$ cat src/rtl/dcache_req_arbiter.sv
// dcache_req_arbiter: shares the single data-cache controller request port
// between the PTW (0), load unit (1) and store unit (2). One transaction is
// outstanding at a time; the winner's fields are latched and replayed to the
// cache until granted, and the load response is routed back to the owner.
// Build option: define DCACHE_ARB_ROUND_ROBIN_EN for round-robin selection;
// otherwise fixed priority (port 0 > 1 > 2).
module dcache_req_arbiter #(
  parameter int unsigned NUM_PORTS  = 3,
  parameter int unsigned ADDR_WIDTH = 34,
  parameter int unsigned DATA_WIDTH = 32,
  parameter int unsigned BE_WIDTH   = DATA_WIDTH / 8
) (
  input  logic                            clk_i,
  input  logic                            rst_ni,
  input  logic [NUM_PORTS-1:0]            port_req_i,
  input  logic [NUM_PORTS-1:0]            port_we_i,
  input  logic [NUM_PORTS*ADDR_WIDTH-1:0] port_addr_i,
  input  logic [NUM_PORTS*2-1:0]          port_size_i,
  input  logic [NUM_PORTS*BE_WIDTH-1:0]   port_be_i,
  input  logic [NUM_PORTS*DATA_WIDTH-1:0] port_wdata_i,
  input  logic [NUM_PORTS-1:0]            port_kill_i,
  output logic [NUM_PORTS-1:0]            port_gnt_o,
  output logic [NUM_PORTS-1:0]            port_rvalid_o,
  output logic [DATA_WIDTH-1:0]           port_rdata_o,
  output logic                            mem_req_o,
  output logic                            mem_we_o,
  output logic [ADDR_WIDTH-1:0]           mem_addr_o,
  output logic [1:0]                      mem_size_o,
  output logic [BE_WIDTH-1:0]             mem_be_o,
  output logic [DATA_WIDTH-1:0]           mem_wdata_o,
  output logic                            mem_kill_o,
  input  logic                            mem_gnt_i,
  input  logic                            mem_rvalid_i,
  input  logic [DATA_WIDTH-1:0]           mem_rdata_i
);

  localparam int unsigned IDX_W = (NUM_PORTS > 1) ? $clog2(NUM_PORTS) : 1;

  typedef enum logic [1:0] {
    ARB_IDLE,
    ARB_REQ,
    ARB_WAIT_RVALID
  } arb_state_e;

  arb_state_e               state_q;
  logic [IDX_W-1:0]         owner_q;
  logic                     we_q;
  logic [ADDR_WIDTH-1:0]    addr_q;
  logic [1:0]               size_q;
  logic [BE_WIDTH-1:0]      be_q;
  logic [DATA_WIDTH-1:0]    wdata_q;

  logic [IDX_W-1:0]         winner;
  logic                     gnt_fire;
  logic                     rvalid_fire;

  // Per-port views of the packed request fields
  logic [ADDR_WIDTH-1:0]    addr_arr  [NUM_PORTS];
  logic [1:0]               size_arr  [NUM_PORTS];
  logic [BE_WIDTH-1:0]      be_arr    [NUM_PORTS];
  logic [DATA_WIDTH-1:0]    wdata_arr [NUM_PORTS];

  // gnt/rvalid from the cache only count in the state that expects them
  assign gnt_fire    = (state_q == ARB_REQ) && mem_gnt_i;
  assign rvalid_fire = (state_q == ARB_WAIT_RVALID) && mem_rvalid_i;

  for (genvar gi = 0; gi < NUM_PORTS; gi++) begin : g_port
    assign addr_arr[gi]      = port_addr_i[gi*ADDR_WIDTH +: ADDR_WIDTH];
    assign size_arr[gi]      = port_size_i[gi*2 +: 2];
    assign be_arr[gi]        = port_be_i[gi*BE_WIDTH +: BE_WIDTH];
    assign wdata_arr[gi]     = port_wdata_i[gi*DATA_WIDTH +: DATA_WIDTH];
    assign port_gnt_o[gi]    = gnt_fire && (owner_q == IDX_W'(gi));
    assign port_rvalid_o[gi] = rvalid_fire && (owner_q == IDX_W'(gi));
  end

`ifdef DCACHE_ARB_ROUND_ROBIN_EN
  logic [IDX_W-1:0]         rr_q;
  logic [2*NUM_PORTS-1:0]   req_rot;
  logic [IDX_W:0]           rr_sum;

  // Rotate requests so bit 0 is the port at rr_q, take the lowest set bit,
  // then map the rotated position back to a port index
  always_comb begin
    req_rot = {port_req_i, port_req_i} >> rr_q;
    rr_sum  = '0;
    for (int i = NUM_PORTS - 1; i >= 0; i--) begin
      if (req_rot[i]) rr_sum = {1'b0, rr_q} + (IDX_W+1)'(i);
    end
    if (rr_sum >= (IDX_W+1)'(NUM_PORTS)) rr_sum = rr_sum - (IDX_W+1)'(NUM_PORTS);
    winner = rr_sum[IDX_W-1:0];
  end

  // The port after the one just granted becomes the highest priority
  always_ff @(posedge clk_i) begin
    if (!rst_ni) begin
      rr_q <= '0;
    end else if (gnt_fire) begin
      rr_q <= (owner_q == IDX_W'(NUM_PORTS - 1)) ? '0 : owner_q + 1'b1;
    end
  end
`else
  // Fixed priority: the lowest-numbered requesting port wins
  always_comb begin
    winner = '0;
    for (int i = NUM_PORTS - 1; i >= 0; i--) begin
      if (port_req_i[i]) winner = IDX_W'(i);
    end
  end
`endif

  // Arbitration FSM and holding registers for the winning request
  always_ff @(posedge clk_i) begin
    if (!rst_ni) begin
      state_q <= ARB_IDLE;
      owner_q <= '0;
      we_q    <= 1'b0;
      addr_q  <= '0;
      size_q  <= '0;
      be_q    <= '0;
      wdata_q <= '0;
    end else begin
      unique case (state_q)
        ARB_IDLE: begin
          if (|port_req_i) begin
            owner_q <= winner;
            we_q    <= port_we_i[winner];
            addr_q  <= addr_arr[winner];
            size_q  <= size_arr[winner];
            be_q    <= be_arr[winner];
            wdata_q <= wdata_arr[winner];
            state_q <= ARB_REQ;
          end
        end
        ARB_REQ: begin
          if (mem_gnt_i) state_q <= we_q ? ARB_IDLE : ARB_WAIT_RVALID;
        end
        ARB_WAIT_RVALID: begin
          if (mem_rvalid_i) state_q <= ARB_IDLE;
        end
        default: state_q <= ARB_IDLE;
      endcase
    end
  end

  assign mem_req_o    = (state_q == ARB_REQ);
  assign mem_we_o     = we_q;
  assign mem_addr_o   = addr_q;
  assign mem_size_o   = size_q;
  assign mem_be_o     = be_q;
  assign mem_wdata_o  = wdata_q;
  assign mem_kill_o   = (state_q != ARB_IDLE) && port_kill_i[owner_q];
  assign port_rdata_o = rvalid_fire ? mem_rdata_i : '0;

  // A grant or response from the cache when none is expected is a protocol error
  assert property (@(posedge clk_i) disable iff (!rst_ni)
    mem_gnt_i |-> (state_q == ARB_REQ));
  assert property (@(posedge clk_i) disable iff (!rst_ni)
    mem_rvalid_i |-> (state_q == ARB_WAIT_RVALID));

endmodule

$ cat config.mk
export PLATFORM = sky130hd
export DESIGN_NAME = dcache_req_arbiter
export DESIGN_NICKNAME = d
export VERILOG_FILES = /design/src/rtl/dcache_req_arbiter.sv
export SDC_FILE = /design/constraint.sdc
export NUM_CORES = 1
export LEC_CHECK = 0
export CORE_AREA = 10 10 141 143
export DETAILED_ROUTE_END_ITERATION = 16
export DIE_AREA = 0 0 151 153
export PLACE_DENSITY = 0.76
export SLEW_MARGIN = 20
export SYNTH_ARGS = -nofsm -noshare
export SYNTH_HDL_FRONTEND = slang
export SYNTH_SLANG_ARGS = --single-unit
export TNS_END_PERCENT = 50
$ cat constraint.sdc
create_clock -name clk_i -period 1.4 [get_ports clk_i]
set_input_delay 0.14 -clock clk_i [delete_from_list [all_inputs] [get_ports clk_i]]
set_output_delay 0.14 -clock clk_i [all_outputs]
set_load 0.02 [all_outputs]
==> metrics <==
slowest CP cell dfxtp_2; final setup TNS -12.04 ns; Syn Nets just over 900; Root Driver clkbuf_16; Area growth, synth to finish 95.2%; CP delay by family, top simple AND/OR/NAND/NOR gates; Final Cell Area 10400 µm²; placed instance area roughly 9500 µm²; type of origin of the critical path register; most frequent CP cell buf_6; wire per inst 21.8 µm; EDFF count, synth 0; Peak VDD IR 0.667 mV; Top FF cell, synth dfxtp_1; Die Area ~23000 µm²; clock latency on the worst-skew pair between 0.3 and 0.4 ns; critical-path cell list inv_2, nor3b_4, buf_6, and2_1, buf_6; DRC viols 0; fin crit share 1.15; mapped cell area 5330 µm²; Leak ~4.3 nW; nets@finish between 1000 and 1500; Num Clock Sinks 77; CP Class register to output pin; mean area per synthesized cell 8.09 µm²; row count 48; critical path's largest stage delay approximately 0.35 ns; final worst setup slack -0.213 ns; Setup Skew 0.00620 ns; RSZ-0062 raised after global routing yes; Worst-Margin Slew approximately 0.59 ns; Seq cells post-synth between 70 and 80; HP Class input port to register; Syn Inst Count 659; Slew Limit Fails 0; Final ANT Viol Nets 0; vias per cell about 5.2; final setup fails about 110; Core Region 17100 µm²; CTS Buf Count 9; Achievable Freq slightly above 600 MHz; Ys Warns 0; Yosys cell types 30; status finished with violations; GRT overflow 0; Cells after DPL approximately 1200; Initial DRC Count 267; failing checks negative setup slack; CP required 1.26 ns; Pre-antenna DRT Iters 4; Seq/Total Area, Yosys 0.289; Final Non-Filler Cells approximately 1300; Port Buffers about 370; Crit path buffers/inverters 3; Antenna diodes 0; vias in the first global route approximately 6500; CTS hold repair buffers 0; GRT Total Usage 0.220; initial antenna violation count 0; RD Place Congestion approximately 0.88; Final Critical Period between 1.5 and 2 ns; IO Pins about 370; Fin Hold WS around 0.38 ns; CTS tree done; power density cells 898 nW/µm²; Horiz. Die Dim ~150 µm; CTS max path bufs 2; die height about 150 µm; CP Max Fanout 16; max_cap viols 0; Worst EP arrival about 1.5 ns; Slew HR 0.606; H-tree Lvls 3; layout cells sized above 1 0.225; Initial Util 0.313; register clock-pin slew on the reported worst setup and hold paths 0.06 ns; Crit. End Element output pin; first-pass GRT wire length slightly below 40000 µm; dpl ws -0.555 ns; post-DP HPWL around 20000 µm; Filler Cell Count between 1500 and 2000; pin count of the biggest net entering global routing 78; FFs w/ async S/R, synth 0; Final Hold Violating Endpoints 0; Routed WL between 20000 and 30000 µm; Via Count 6567
[Yosys cell counts, types with 3 or more instances]
cell | n | share of area
a21o_1 | 72 | 0.10
nand3b_1 | 77 | 0.11
nor3b_1 | 3 | 0.0042
nor2_1 | 8 | 0.0056
o21ai_0 | 3 | 0.0028
buf_6 | 7 | 0.015
nand2_1 | 145 | 0.10
buf_2 | 12 | 0.011
clkbuf_1 | 56 | 0.039
and2_1 | 32 | 0.038
dfxtp_1 | 77 | 0.29
a311oi_1 | 13 | 0.021
a21oi_1 | 75 | 0.070
a311oi_2 | 59 | 0.17
[per-stage QoR]
| step | total power, mW | util |
|---|---|---|
| 2_1_floorplan | 4.31 | - |
| 3_3_place_gp | 6.12 | 0.558 |
| 3_5_place_dp | 6.16 | 0.558 |
| 4_1_cts | 9.47 | 0.609 |
| 5_1_grt | 9.74 | 0.610 |
| 6_report | 9.35 | 0.610 |
[path summary, 6_finish.rpt]
| path | from | endpoint | slack (ns) | depth (start not counted) |
|---|---|---|---|---|
| min reg2reg | mem_addr_o[4] | mem_addr_o[4] | 0.51 | 2 |
| min | port_addr_i[6] | mem_addr_o[6] | 0.38 | 3 |
| max | state_q[1] | port_rdata_o[2] | -0.21 | 5 |
| max reg2reg | state_q[1] | mem_wdata_o[31] | -0.10 | 7 |
[area by class of cell]
type | instances | area [µm²] | share of cell area
tap | 225 | 282 | 0.0270
inverter | 3 | 12.5 | 0.00120
clock buffer | 11 | 243 | 0.0233
multi-input combinational | 503 | 3570 | 0.343
sequential | 77 | 1550 | 0.149
timing repair buffer | 443 | 4630 | 0.445
clock inverter | 4 | 120 | 0.0115
[worst register-to-register path: stages (launching register included)]
cell and delay (ns):
dfxtp_2 0.33, buf_4 0.15, nor2_4 0.17, buf_6 0.13, and2_4 0.21, buf_6 0.13
buf_16 0.16, a311oi_2 0.10
[flip-flops by register name, indices dropped and copies added (netlist names)]
signal / count
mem_addr_o: 34
mem_wdata_o: 32
mem_be_o: 4
mem_size_o: 2
owner_q: 2
state_q: 2
mem_we_o: 1
[layer usage]
layer,share of wire,global-route usage,vias up
met5,0,0,-
met4,0.027,0.0747,0
met3,0.083,0.0655,34
met2,0.50,0.389,278
met1,0.39,0.243,3114
li1,-,-,3141
[cells by family (layout without fill, tap and decap cells)]
family                 Yosys count  after routing  share of synthesized area
AO/OA/AOI/OAI                  227            227                      0.370
multiplexers                     1              1                    0.00188
AND/OR/NAND/NOR                275            275                      0.270
flip-flops                      77             77                      0.289
buffers and inverters           79            461                     0.0690
[timing repair]
action / in CTS / in global routing
resized for setup: 331 / 54
endpoints found under the hold margin: 0 / 0
setup endpoints to repair: 178 / 115
buffers inserted: 21 / 1
cloned: 12 / 0
pin swaps: 22 / 30
[report_power, final]
group	total, mW	switching [mW]	internal (mW)
sequential	2.63	0.157	2.48
combinational	3.82	1.79	2.03
clock	2.89	0.929	1.96
total	9.35	2.87	6.48
[cells in the final DEF (no fill, tap or decap), types with 2 or more instances in the layout]
| master | n |
|---|---|
| nor2_1 | 7 |
| bufinv_16 | 4 |
| clkdlybuf4s50_1 | 257 |
| nand3b_1 | 77 |
| a21oi_1 | 66 |
| a21oi_2 | 9 |
| a21o_1 | 72 |
| nor2b_1 | 2 |
| nand2_1 | 145 |
| clkbuf_16 | 9 |
| a311oi_2 | 61 |
| buf_8 | 2 |
| dfxtp_1 | 73 |
| buf_2 | 2 |
| dlygate4sd2_1 | 73 |
| dfxtp_2 | 3 |
| and2_1 | 11 |
| o21ai_0 | 3 |
| buf_16 | 8 |
| buf_12 | 19 |
| buf_6 | 44 |
| buf_4 | 37 |
| a311oi_1 | 11 |
| and2_4 | 22 |
Power figures use the tool's default switching activity.
